**src/rtl/read_part_fwft.sv**
```systemverilog
// Read side of the asynchronous FIFO.
// Keeps the binary read pointer and its registered Gray copy, and brings the
// write-side Gray pointer into this clock domain through two flops. It drives
// a RAM whose read data arrives one cycle after the enable, and puts that data
// into a 2-entry buffer. The buffer presents the data first-word-fall-through
// on a valid/ready interface.
module read_part_fwft #(
    parameter int WIDTH_A   = 8,
    parameter int WIDTH_D   = 8,
    parameter int AE_THRESH = 2
) (
    input  logic               r_clk_i,
    input  logic               r_rst_i,
    input  logic [WIDTH_A:0]   w_gaddr_i,
    input  logic [WIDTH_D-1:0] ram_rdata_i,
    input  logic               dout_ready_i,
    output logic               ram_ren_o,
    output logic [WIDTH_A:0]   r_addr_o,
    output logic [WIDTH_A:0]   r_gaddr_o,
    output logic               r_empty_o,
    output logic [WIDTH_A:0]   r_level_o,
    output logic               r_almost_empty_o,
    output logic [WIDTH_D-1:0] dout_o,
    output logic               dout_valid_o
);

    localparam int PW = WIDTH_A + 1;
    localparam logic [PW-1:0] AE_LIM = PW'(AE_THRESH);

    function automatic logic [PW-1:0] bin2gray(input logic [PW-1:0] b);
        return b ^ (b >> 1);
    endfunction

    function automatic logic [PW-1:0] gray2bin(input logic [PW-1:0] g);
        logic [PW-1:0] b;
        b[PW-1] = g[PW-1];
        for (int i = PW - 2; i >= 0; i--) begin
            b[i] = b[i+1] ^ g[i];
        end
        return b;
    endfunction

    logic [PW-1:0]      sync1_q, sync2_q;
    logic [PW-1:0]      r_addr_q, r_addr_d;
    logic [PW-1:0]      r_gaddr_q, r_gaddr_d;
    logic [WIDTH_D-1:0] obuf_q [2];
    logic [WIDTH_D-1:0] obuf_d [2];
    logic               rd_sel_q, rd_sel_d;
    logic [1:0]         cnt_q, cnt_d;
    logic               inflight_q, inflight_d;

    logic [PW-1:0]      w_bin_sync;
    logic [PW-1:0]      level;
    logic               empty;
    logic               pop;
    logic               ren;
    logic               wr_sel;
    logic [1:0]         occ_next;

    // Pointer view of the RAM and the read-issue decision
    always_comb begin
        w_bin_sync = gray2bin(sync2_q);
        level      = w_bin_sync - r_addr_q;
        empty      = (r_gaddr_q == sync2_q);
        pop        = (cnt_q != 2'd0) & dout_ready_i;
        // cnt + inflight never exceeds 2, and pop implies cnt >= 1, so this
        // cannot underflow or overflow two bits.
        occ_next   = cnt_q + {1'b0, inflight_q} - {1'b0, pop};
        // Gating with reset keeps the RAM quiet while the state is cleared.
        ren        = ~r_rst_i & ~empty & (occ_next < 2'd2);
        // The write slot follows the oldest entry by the current occupancy.
        // When cnt is 2 this is the slot being popped this same cycle.
        wr_sel     = rd_sel_q ^ cnt_q[0];
    end

    // Next-state values for the read pointer and the output buffer
    always_comb begin
        r_addr_d   = r_addr_q;
        r_gaddr_d  = r_gaddr_q;
        rd_sel_d   = rd_sel_q ^ pop;
        cnt_d      = occ_next;
        inflight_d = ren;
        obuf_d     = obuf_q;
        if (inflight_q) begin
            obuf_d[wr_sel] = ram_rdata_i;
        end
        if (ren) begin
            r_addr_d  = r_addr_q + PW'(1);
            r_gaddr_d = bin2gray(r_addr_q + PW'(1));
        end
    end

    // Registers, with a synchronous clear of everything, including in-flight data
    always_ff @(posedge r_clk_i) begin
        if (r_rst_i) begin
            sync1_q    <= '0;
            sync2_q    <= '0;
            r_addr_q   <= '0;
            r_gaddr_q  <= '0;
            obuf_q[0]  <= '0;
            obuf_q[1]  <= '0;
            rd_sel_q   <= 1'b0;
            cnt_q      <= 2'd0;
            inflight_q <= 1'b0;
        end else begin
            sync1_q    <= w_gaddr_i;
            sync2_q    <= sync1_q;
            r_addr_q   <= r_addr_d;
            r_gaddr_q  <= r_gaddr_d;
            obuf_q[0]  <= obuf_d[0];
            obuf_q[1]  <= obuf_d[1];
            rd_sel_q   <= rd_sel_d;
            cnt_q      <= cnt_d;
            inflight_q <= inflight_d;
        end
    end

    assign ram_ren_o        = ren;
    assign r_addr_o         = r_addr_q;
    assign r_gaddr_o        = r_gaddr_q;
    assign r_empty_o        = empty;
    assign r_level_o        = level;
    assign r_almost_empty_o = (level <= AE_LIM);
    assign dout_o           = obuf_q[rd_sel_q];
    assign dout_valid_o     = (cnt_q != 2'd0);

endmodule

```
**config.mk**
```make
export PLATFORM = sky130hd
export DESIGN_NAME = read_part_fwft
export DESIGN_NICKNAME = d
export VERILOG_FILES = /design/src/rtl/read_part_fwft.sv
export SDC_FILE = /design/constraint.sdc
export NUM_CORES = 1
export LEC_CHECK = 0
export BUFFER_PORTS_ARGS = -buffer_cell sky130_fd_sc_hd__buf_2
export CORE_UTILIZATION = 55
export CTS_BUF_LIST = sky130_fd_sc_hd__clkbuf_8
export CTS_CLUSTER_DIAMETER = 40
export DETAILED_ROUTE_END_ITERATION = 8
export PLACE_DENSITY = 0.77
export SLEW_MARGIN = 15
export SYNTH_ARGS = -nofsm -noshare
export SYNTH_HDL_FRONTEND = slang
export SYNTH_SLANG_ARGS = --single-unit
```
**constraint.sdc**
```tcl
create_clock -name r_clk_i -period 8.1 [get_ports r_clk_i]
set_input_delay 0.405 -clock r_clk_i [delete_from_list [all_inputs] [get_ports r_clk_i]]
set_output_delay 0.405 -clock r_clk_i [all_outputs]
set_load 0.005 [all_outputs]
```
==> results.json, run 1 <==
{
  "rsz0062_at_grt": "false",
  "stdcell_area_um2": 3213,
  "drv_slew": 0,
  "place_congestion": 0.7827,
  "clkLatencyLatePin_ns": 0.30,
  "pwr-share-clk": 0.175,
  "drv_cap": 0,
  "drtIter0Drc": 96,
  "avgSynthCellArea_um2": 9.473,
  "fin_skew_ns": 0.006658,
  "wl_per_cell_um": 12.58,
  "h-tree-depth": 2,
  "synth_ff_type": "dfxtp_1",
  "instances_no_fill": 415,
  "start_util": 0.5821,
  "crit_required_ns": 7.70,
  "ant_nets": 0,
  "portBuffers": 58,
  "seqPwrFrac": 0.400,
  "crit_arrival_ns": 4.40,
  "worst-path-stages": 15,
  "fmax_mhz": 208.1,
  "setup_viol": 0,
  "yosysWarnings": 0,
  "grtUsageTotal": 0.1985,
  "crit_path_top_delay_cell": "or4_1",
  "drive_gt1_frac": 0.2356,
  "cts.repair.resized": 0,
  "syn_inst": 296,
  "wirelength_um": 5221,
  "hp-start": "w_gaddr_i[7]",
  "cts_buffers": 5,
  "slowest_delay_ns": 0.52,
  "min_path_cells": 2,
  "reg2regPathDepth": 11,
  "p_comb_frac": 0.425,
  "nets": 379,
  "ys_ff_latch": 55,
  "finalHoldViolCount": 0,
  "multiInputGateArea_um2": 1574,
  "cpLargestDelayFamily": "XOR/XNOR gates",
  "dr.pass1.iters": 4,
  "yosysTopAreaCell": "dfxtp_1",
  "fin_util": 0.6670,
  "power.internal_uw": 586.8,
  "swShare": 0.3487,
  "root_buffer": "clkbuf_8",
  "path_buf_inv": 1,
  "critPathMaxFanout": 4,
  "grt_pass1_vias": 1767,
  "worstSetupPathType": "flop to output port",
  "reg2reg_slack_ns": 4.98,
  "dp_worst_setup_slack_ns": 3.605,
  "hold_path_class": "primary input to flop",
  "crit_path_end_kind": "output port",
  "r2r_start": "cnt_q[1]",
  "synth_area_um2": 2804,
  "core_area_um2": 4817,
  "dp_hpwl_um": 3849,
  "grt_pass1_wl_um": 8183,
  "fin_crit_sh": 0.5932,
  "synth_area_leaders": "dfxtp_1, xnor2_1, mux2i_1",
  "min_to": "sync1_q[7]",
  "pin_count": 59,
  "area_delta_synth_final_pct": 14.59,
  "fin_hold_ws_ns": 0.3098,
  "cp-start-kind": "flop",
  "dpl.cell_count": 407,
  "cts_buffer_depth": 2,
  "power_uw": 901.0,
  "worst_pin_slew_ns": 0.9300,
  "die_w_um": 73.40,
  "ctsHoldBuffers": 0,
  "synth_edf_count": 0,
  "power.leakage_nw": 1.521,
  "run_status": "complete, no violations",
  "timing.rr.end": "r_addr_o[8]",
  "synth_common_cells": "dfxtp_1, nor2_1, xnor2_1",
  "post-route-drc-count": 0,
  "post_cts_buffers": 0,
  "final.fill_count": 422,
  "async_flop_share": 0,
  "fin_ws_ns": 3.295,
  "min_period_ns": 4.805,
  "worstPathCellList": "xor3_2 -> xor2_2 -> xnor2_1 -> xnor2_2 -> xnor3_2 -> xor2_1 -> ha_1 -> fa_1 -> nor2b_1 -> o31ai_2 -> a21oi_1 -> o21ba_2 -> or4_1 -> a211oi_1 -> buf_2",
  "clkTransAtPathRegs_ns": 0.09,
  "synth_top_area_frac": 0.3927,
  "synth.distinct_cells": 42,
  "antenna_found_initial": 0,
  "vias": 2116,
  "die_area_um2": 5388,
  "cts.sinks": 55,
  "p_per_area_nw_per_um2": 280.4,
  "synth-seq-area-share": 0.3927,
  "fp-row-count": 25,
  "p_sw_uw": 314.2,
  "ir_drop_mv": 0.1783,
  "num_antenna_cells": 0,
  "placedInstanceArea_um2": 3113,
  "seq_area_um2": 1101,
  "fin_tns_setup_ns": 0,
  "synth_most_common_cell": "dfxtp_1",
  "cts_tree": "built",
  "viasPerCell": 5.099,
  "grt_start_max_net_pins": 55,
  "syn-num-nets": 328,
  "die_h_um": 73.40,
  "relSlewSlack": 0.3800,
  "globalRouteOverflowTotal": 0
}
## worst max-delay path by stage
| stage | startpoint | end | slack (ns) |
|---|---|---|---|
| 4_1_cts | sync2_q[6] | r_almost_empty_o | 3.26 |
| 2_1_floorplan | sync2_q[6] | r_almost_empty_o | 3.97 |
| 6_report | sync2_q[6] | r_almost_empty_o | 3.30 |
| 3_5_place_dp | sync2_q[6] | r_almost_empty_o | 3.60 |
| 5_1_grt | sync2_q[8] | r_almost_empty_o | 3.00 |
| 3_3_place_gp | sync2_q[6] | r_almost_empty_o | 3.77 |
## logic make-up after synthesis
family                     after synthesis  synth area share
buffers and inverters                   31           0.04596
xor gates and xnor gates                45            0.1571
DFF                                     55            0.3927
AOI/OAI and AO/OA                       31           0.07988
muxes                                   28            0.1035
adders and majority gates               12           0.05622
and+or+nand+nor                         94            0.1647
## final cells by class
cell class,count,share of cell area
clock inverters,1,0.001168
inverters,17,0.01986
well taps,67,0.02609
multi-input cells,210,0.4899
repair buffers,58,0.09034
clock buffers,7,0.02998
flip-flops and latches,55,0.3427
## cells in the final DEF (no fill, tap or decap), types with 4 or more instances in the layout
cell and count:
a211oi_1 4, a21oi_1 6, and2_1 4, buf_2 58, clkbuf_8 7, dfxtp_1 55
ha_1 11, inv_1 18, mux2_2 8, mux2i_1 20, nand2_1 9, nand3_1 6
nor2_1 40, nor2b_1 21, o21a_1 4, o21ai_0 5, xnor2_1 30, xor2_1 11
## metal layers
metal  global-route usage  wire, um  up-vias
met5                    0         0        -
met4              0.04915        45        0
met3              0.04252       195        6
met2               0.3025      2396       51
met1               0.2866      2584      983
li1                     -         -     1076
## registers in the layout, summed over array words and instances, names as in the netlist
| register | count |
|---|---|
| rd_sel_q | 1 |
| r_addr_o | 9 |
| cnt_q | 2 |
| inflight_q | 1 |
| sync1_q | 9 |
| obuf_q | 16 |
| sync2_q | 9 |
| r_gaddr_o | 8 |
## power groups by stage
stage	clock network, mW	registers (mW)	logic, mW
after floorplan	0	0.352	0.289
after global placement	0	0.364	0.375
after detailed placement	0	0.367	0.383
after CTS	0.163	0.361	0.386
after global routing	0.174	0.367	0.430
final	0.157	0.361	0.383
Power figures use the tool's default switching activity.
==> run 2, diff against run 1 <==
--- a/config.mk
+++ b/config.mk
@@ -5,12 +5,13 @@
 export SDC_FILE = /design/constraint.sdc
 export NUM_CORES = 1
 export LEC_CHECK = 0
+export ABC_AREA = 1
 export BUFFER_PORTS_ARGS = -buffer_cell sky130_fd_sc_hd__buf_2
 export CORE_UTILIZATION = 55
 export CTS_BUF_LIST = sky130_fd_sc_hd__clkbuf_8
 export CTS_CLUSTER_DIAMETER = 40
 export DETAILED_ROUTE_END_ITERATION = 8
-export PLACE_DENSITY = 0.77
+export PLACE_DENSITY = 0.76
 export SLEW_MARGIN = 15
 export SYNTH_ARGS = -nofsm -noshare
 export SYNTH_HDL_FRONTEND = slang
==> constraint.sdc (replaced) <==
create_clock -name r_clk_i -period 5 [get_ports r_clk_i]
set_input_delay 0.25 -clock r_clk_i [delete_from_list [all_inputs] [get_ports r_clk_i]]
set_output_delay 0.25 -clock r_clk_i [all_outputs]
set_load 0.005 [all_outputs]
==> results.json, run 2 <==
{
  "drtIter0Drc": 98,
  "layout_commonest_cell": "nand2_1",
  "relSlewSlack": 0.2474,
  "fin_hold_ws_ns": 0.1279,
  "crit_path_top_delay_cell": "dfxtp_1",
  "grt_start_max_net_pins": 56,
  "run_status": "complete, no violations",
  "fin_crit_sh": 0.7838,
  "start_util": 0.5846,
  "synth.distinct_cells": 35,
  "worstSetupPathType": "flop to output port",
  "die_area_um2": 5834,
  "syn-num-nets": 448,
  "routed-wl-met2_um": 3065,
  "post_cts_buffers": 0,
  "dp_hpwl_um": 4690,
  "ctsHoldBuffers": 0,
  "synth_common_cells": "nand2_1, inv_1, dfxtp_1",
  "worst_pin_slew_ns": 1.129,
  "hold_path_class": "primary input to flop",
  "drv_cap": 0,
  "h-tree-depth": 2,
  "layout_common_cells": "nand2_1, inv_1, buf_2",
  "nets": 498,
  "synth_most_common_cell": "nand2_1",
  "fmax_mhz": 255.2,
  "wirelength_um": 6361,
  "synth_edf_count": 0,
  "power.leakage_nw": 1.641,
  "grt_pass1_wl_um": 11000,
  "grt_pass1_vias": 2460,
  "clkLatencyLatePin_ns": 0.32,
  "critPathMaxFanout": 4,
  "synth_top_area_frac": 0.3618,
  "crit_required_ns": 4.75,
  "avgSynthCellArea_um2": 7.315,
  "die_w_um": 76.38,
  "syn_inst": 416,
  "wl_per_cell_um": 11.85,
  "post-route-drc-count": 0,
  "root_buffer": "clkbuf_8",
  "multiInputGateArea_um2": 1587,
  "cts.repair.resized": 0,
  "rsz0062_at_grt": "false",
  "largest_register_ffs": 16,
  "core_area_um2": 5205,
  "dr.pass1.iters": 4,
  "ir_drop_mv": 0.3821,
  "final.fill_count": 496,
  "clkTransAtPathRegs_ns": 0.10,
  "cts.sinks": 55,
  "cts_buffers": 5,
  "cts_tree": "built",
  "fin_skew_ns": 0.005157,
  "synth_ff_type": "dfxtp_1",
  "ys_ff_latch": 55,
  "crit_arrival_ns": 3.67,
  "cp_common_cell": "nand2_1",
  "place_congestion": 0.8480,
  "top_register": "obuf_q",
  "worstPathCellList": "inv_1 -> nand2_1 -> nand3_2 -> nand2_1 -> nand2_1 -> nand3_1 -> nand2_2 -> nand2_1 -> nand3_2 -> nand2_2 -> nand2_1 -> nand3_1 -> nand2_1 -> ha_1 -> fa_1 -> o21ai_0 -> nand2_1 -> nand2_1 -> a21oi_1 -> xnor2_1 -> nor2_1 -> nand3_1 -> nor2_1 -> buf_2",
  "vias": 2657,
  "finalHoldViolCount": 0,
  "area_delta_synth_final_pct": 12.46,
  "ant_nets": 0,
  "top_layer": "met4",
  "drive_gt1_frac": 0.2355,
  "num_antenna_cells": 0,
  "pin_count": 59,
  "fp-row-count": 26,
  "slowest_delay_ns": 0.41,
  "cp-start-kind": "flop",
  "setup_viol": 0,
  "cts_buffer_depth": 2,
  "drv_slew": 0,
  "met1_length_um": 3004,
  "antenna_found_initial": 0,
  "wl_met3_um": 225,
  "min_period_ns": 3.919,
  "yosysWarnings": 0,
  "p_per_area_nw_per_um2": 385.7,
  "die_h_um": 76.38,
  "async_flop_share": 0,
  "yosysTopAreaCell": "dfxtp_1",
  "globalRouteOverflowTotal": 0,
  "synth-seq-area-share": 0.3618,
  "grtUsageTotal": 0.2331,
  "synth_area_leaders": "dfxtp_1, nand2_1, inv_1",
  "portBuffers": 58,
  "seq_area_um2": 1101,
  "synth_area_um2": 3043,
  "viasPerCell": 4.948,
  "fin_tns_setup_ns": 0,
  "crit_path_end_kind": "output port"
}
-- run 2: cell types whose count changed in the layout (fill, tap and decap cells not counted), moves of 11 or more --
cell / previous run / this run
mux2i_1: 20 / 0
inv_1: 18 / 61
nor2b_1: 21 / 0
nand4_1: 1 / 12
nand2_1: 9 / 88
a21oi_2: 0 / 12
a21oi_1: 6 / 23
nand3_1: 6 / 24
nand2_2: 0 / 12
xnor2_1: 30 / 8
-- run 2: worst paths after layout --
path | start | end | slack, ns | depth (start not counted)
setup / recovery | sync2_q[8] | r_almost_empty_o | 1.08 | 24
hold / removal | w_gaddr_i[4] | sync1_q[4] | 0.13 | 3
setup reg to reg | cnt_q[0] | r_addr_o[5] | 2.32 | 13
hold reg to reg | sync1_q[2] | sync2_q[2] | 0.41 | 2
-- run 2: cells by family after synthesis --
kind of cell,after synthesis,synth area share
simple gates,186,0.2870
buf+inv,83,0.1168
compound gates,59,0.1221
flops,55,0.3618
xor+xnor,21,0.06045
fa+ha+maj,12,0.05181
-- run 2: worst max-delay path: cells and delay by family, from the launching register on --
| family | cells | cell delay [ns] |
|---|---|---|
| XOR/XNOR | 1 | 0.15 |
| AO/OA/AOI/OAI | 2 | 0.46 |
| flip-flops | 1 | 0.41 |
| buffers and inverters | 2 | 0.19 |
| AND/OR/NAND/NOR | 17 | 1.55 |
| adder cells (fa/ha/maj) | 2 | 0.60 |
-- run 2: metal layers --
| layer | vias up | global-route usage |
|---|---|---|
| li1 | 1408 | - |
| met4 | 0 | 0.06731 |
| met2 | 53 | 0.4009 |
| met3 | 7 | 0.03952 |
| met1 | 1189 | 0.2986 |
| met5 | - | 0 |
-- run 2: stage by stage --
step / power (mW) / area (um2) / setup WS (ns) / utilization / std cells
global placement: 1.044 / 3321 / 1.780 / 0.6380 / 529
detailed placement: 1.055 / 3321 / 1.483 / 0.6380 / 529
global route: 1.427 / 3422 / 0.7781 / 0.6575 / 537
CTS: 1.331 / 3422 / 1.117 / 0.6575 / 537
floorplan: 0.9371 / 3043 / 1.977 / - / 416
finish: 1.320 / 3422 / 1.081 / 0.6575 / 537
-- run 2: area by class of cell --
cell class | count | area share
Clock buffer | 6 | 0.02413
Multi-Input combinational cell | 278 | 0.4636
Tap cell | 70 | 0.02559
Clock inverter | 2 | 0.005484
Timing Repair Buffer | 58 | 0.08483
Sequential cell | 55 | 0.3218
Inverter | 68 | 0.07459
-- run 2: report_power, final --
part / internal, mW / switching [mW]
Clock: 0.116 / 0.155
Combinational: 0.198 / 0.293
Sequential: 0.502 / 0.0570
Total: 0.815 / 0.505
==> run 3, diff against run 2 <==
--- a/config.mk
+++ b/config.mk
@@ -7,7 +7,7 @@
 export LEC_CHECK = 0
 export ABC_AREA = 1
 export BUFFER_PORTS_ARGS = -buffer_cell sky130_fd_sc_hd__buf_2
-export CORE_UTILIZATION = 55
+export CORE_UTILIZATION = 52
 export CTS_BUF_LIST = sky130_fd_sc_hd__clkbuf_8
 export CTS_CLUSTER_DIAMETER = 40
 export DETAILED_ROUTE_END_ITERATION = 8
==> constraint.sdc (replaced) <==
create_clock -name r_clk_i -period 3.3 [get_ports r_clk_i]
set_input_delay 0.165 -clock r_clk_i [delete_from_list [all_inputs] [get_ports r_clk_i]]
set_output_delay 0.165 -clock r_clk_i [all_outputs]
set_load 0.005 [all_outputs]
==> results.json, run 3 (synthesis gave the netlist of run 2 again) <==
{
  "portBuffers": 58,
  "cts_tree": "built",
  "grt_pass1_wl_um": 11120,
  "p_sw_uw": 802.9,
  "start_util": 0.5459,
  "drv_slew": 0,
  "fin_hold_ws_ns": 0.04858,
  "crit_required_ns": 3.13,
  "num_antenna_cells": 0,
  "grtUsageTotal": 0.2246,
  "relSlewSlack": 0.5979,
  "path_buf_inv": 2,
  "dp_hpwl_um": 4600,
  "cpLargestDelayFamily": "simple AND/OR/NAND/NOR gates",
  "slowest_delay_ns": 0.41,
  "largest_register_ffs": 16,
  "fin_skew_ns": 0.01157,
  "fmax_mhz": 290.0,
  "final.fill_count": 481,
  "cts_buffers": 5,
  "crit_arrival_ns": 3.28,
  "wirelength_um": 7189,
  "area_delta_synth_final_pct": 22.16,
  "h-tree-depth": 2,
  "layout_commonest_cell": "nand2_1",
  "worst_pin_slew_ns": 0.6031,
  "instances_no_fill": 552,
  "drive_gt1_frac": 0.3146,
  "layout_common_cells": "nand2_1, inv_1, buf_2",
  "crit_path_top_delay_cell": "dfxtp_4",
  "setup_viol": 2,
  "seqPwrFrac": 0.412,
  "core_area_um2": 5574,
  "antenna_found_initial": 0,
  "rsz0062_at_grt": "true",
  "cp-start-kind": "flop",
  "clkTransAtPathRegs_ns": 0.10,
  "worstSetupPathType": "flop to output port",
  "placedInstanceArea_um2": 3331,
  "fp-row-count": 27,
  "die_h_um": 78.50,
  "ant_nets": 0,
  "crit_path_end_kind": "output port",
  "fin_util": 0.6669,
  "timing.rr.end": "r_addr_o[5]",
  "min_path_cells": 3,
  "die_area_um2": 6161,
  "violations": "negative setup slack",
  "critPathMaxFanout": 4,
  "fin_crit_sh": 1.045,
  "globalRouteOverflowTotal": 0,
  "nets": 511,
  "root_buffer": "clkbuf_8",
  "seq_area_um2": 1110,
  "min_period_ns": 3.448,
  "p_per_area_nw_per_um2": 553.3,
  "power.internal_mw": 1.254,
  "hp-start": "w_gaddr_i[4]",
  "swShare": 0.3903,
  "dr.pass1.iters": 5,
  "clkLatencyLatePin_ns": 0.32,
  "hold_path_class": "primary input to flop",
  "pwr-share-clk": 0.189,
  "die_w_um": 78.50,
  "grt_start_max_net_pins": 55,
  "dp_worst_setup_slack_ns": -0.07316,
  "ir_drop_mv": 0.2779,
  "dpl.cell_count": 532,
  "post-route-drc-count": 0,
  "r2r_start": "cnt_q[1]",
  "p_comb_frac": 0.399,
  "cp_common_cell": "nand3_1",
  "reg2reg_slack_ns": 0.64,
  "cts.sinks": 55,
  "ctsHoldBuffers": 0,
  "stdcell_area_um2": 3717,
  "top_register": "obuf_q",
  "pin_count": 59,
  "min_to": "sync1_q[4]",
  "grt_pass1_vias": 2540,
  "worst-path-stages": 22,
  "fin_ws_ns": -0.1477,
  "cts_buffer_depth": 2,
  "finalHoldViolCount": 0,
  "drtIter0Drc": 252,
  "wl_per_cell_um": 13.02,
  "power.leakage_nw": 1.736,
  "worstPathCellList": "inv_4 -> nand2_4 -> nand3_4 -> nand2_4 -> nand2_4 -> nand3_4 -> nand3_2 -> nand3_1 -> nand3_1 -> nand3_1 -> nand2_1 -> ha_2 -> fa_2 -> o21ai_4 -> nand2_1 -> nand2_1 -> a21oi_2 -> xnor2_1 -> nor2_1 -> nand3_1 -> nor2_1 -> buf_2",
  "reg2regPathDepth": 13,
  "multiInputGateArea_um2": 1764,
  "vias": 2815,
  "place_congestion": 0.8217,
  "drv_cap": 0,
  "run_status": "finished, violations left",
  "viasPerCell": 5.100
}
[run 3: changes by cell type in the layout (fill, tap and decap cells not counted), moves of 3 or more]
cell	previous run	this run
nand2_1	88	78
nand3_1	24	17
buf_4	0	13
nand2_4	0	9
inv_1	61	58
dfxtp_1	55	52
nand3_4	0	6
[run 3: worst max path at each step]
stage                    start          endpoint
floorplan           sync2_q[8]  r_almost_empty_o
finish              sync2_q[8]  r_almost_empty_o
CTS                 sync2_q[7]  r_almost_empty_o
global route        sync2_q[8]  r_almost_empty_o
detailed placement  sync2_q[7]  r_almost_empty_o
global placement    sync2_q[7]  r_almost_empty_o
[run 3: worst reg2reg max path, stage by stage (launching register included)]
cell and delay, ns:
dfxtp_1 0.33, or2_2 0.31, nand2_1 0.06, inv_1 0.06, ha_1 0.27, inv_1 0.04, ha_1 0.18, xor2_1 0.18
inv_1 0.09, nor2_4 0.08, nand2_2 0.31, inv_2 0.39, nand3_1 0.16, a21oi_2 0.15
[run 3: area by class of cell]
class                           count  area share
Sequential cell                    55      0.2986
Inverter                           68     0.07001
Timing Repair Buffer               71      0.1077
Clock buffer                        5     0.01851
Multi-Input combinational cell    278      0.4746
Tap cell                           72     0.02423
Clock inverter                      3    0.006395
[run 3: layer usage]
metal  global-route usage  wire length (um)  up-vias  share of wire
li1                     -                 -     1434              -
met1               0.2837              3215     1273           0.45
met4              0.08704               167        0          0.023
met2               0.3702              3509       91           0.49
met3              0.05116               297       17          0.041
met5                    0                 0        -              0
[run 3: power groups by stage]
stage          Combinational, mW  Sequential (mW)  Clock (mW)
3_5_place_dp               0.738            0.860           0
2_1_floorplan              0.599            0.821           0
4_1_cts                    0.765            0.845       0.398
6_report                   0.820            0.847       0.389
3_3_place_gp               0.718            0.857           0
5_1_grt                    0.920            0.863       0.420
[run 3: repair_timing]
action,4_1_cts,5_1_grt
resized for setup,17,34
setup endpoints to repair,5,5
pin swaps,8,10
buffers inserted,8,4
[run 3: per-stage QoR]
stage	total power, mW	TNS, ns
CTS	2.008	0
finish	2.057	-0.1961
global placement	1.575	0
floorplan	1.420	0
detailed placement	1.597	-0.07316
global route	2.202	-0.8516
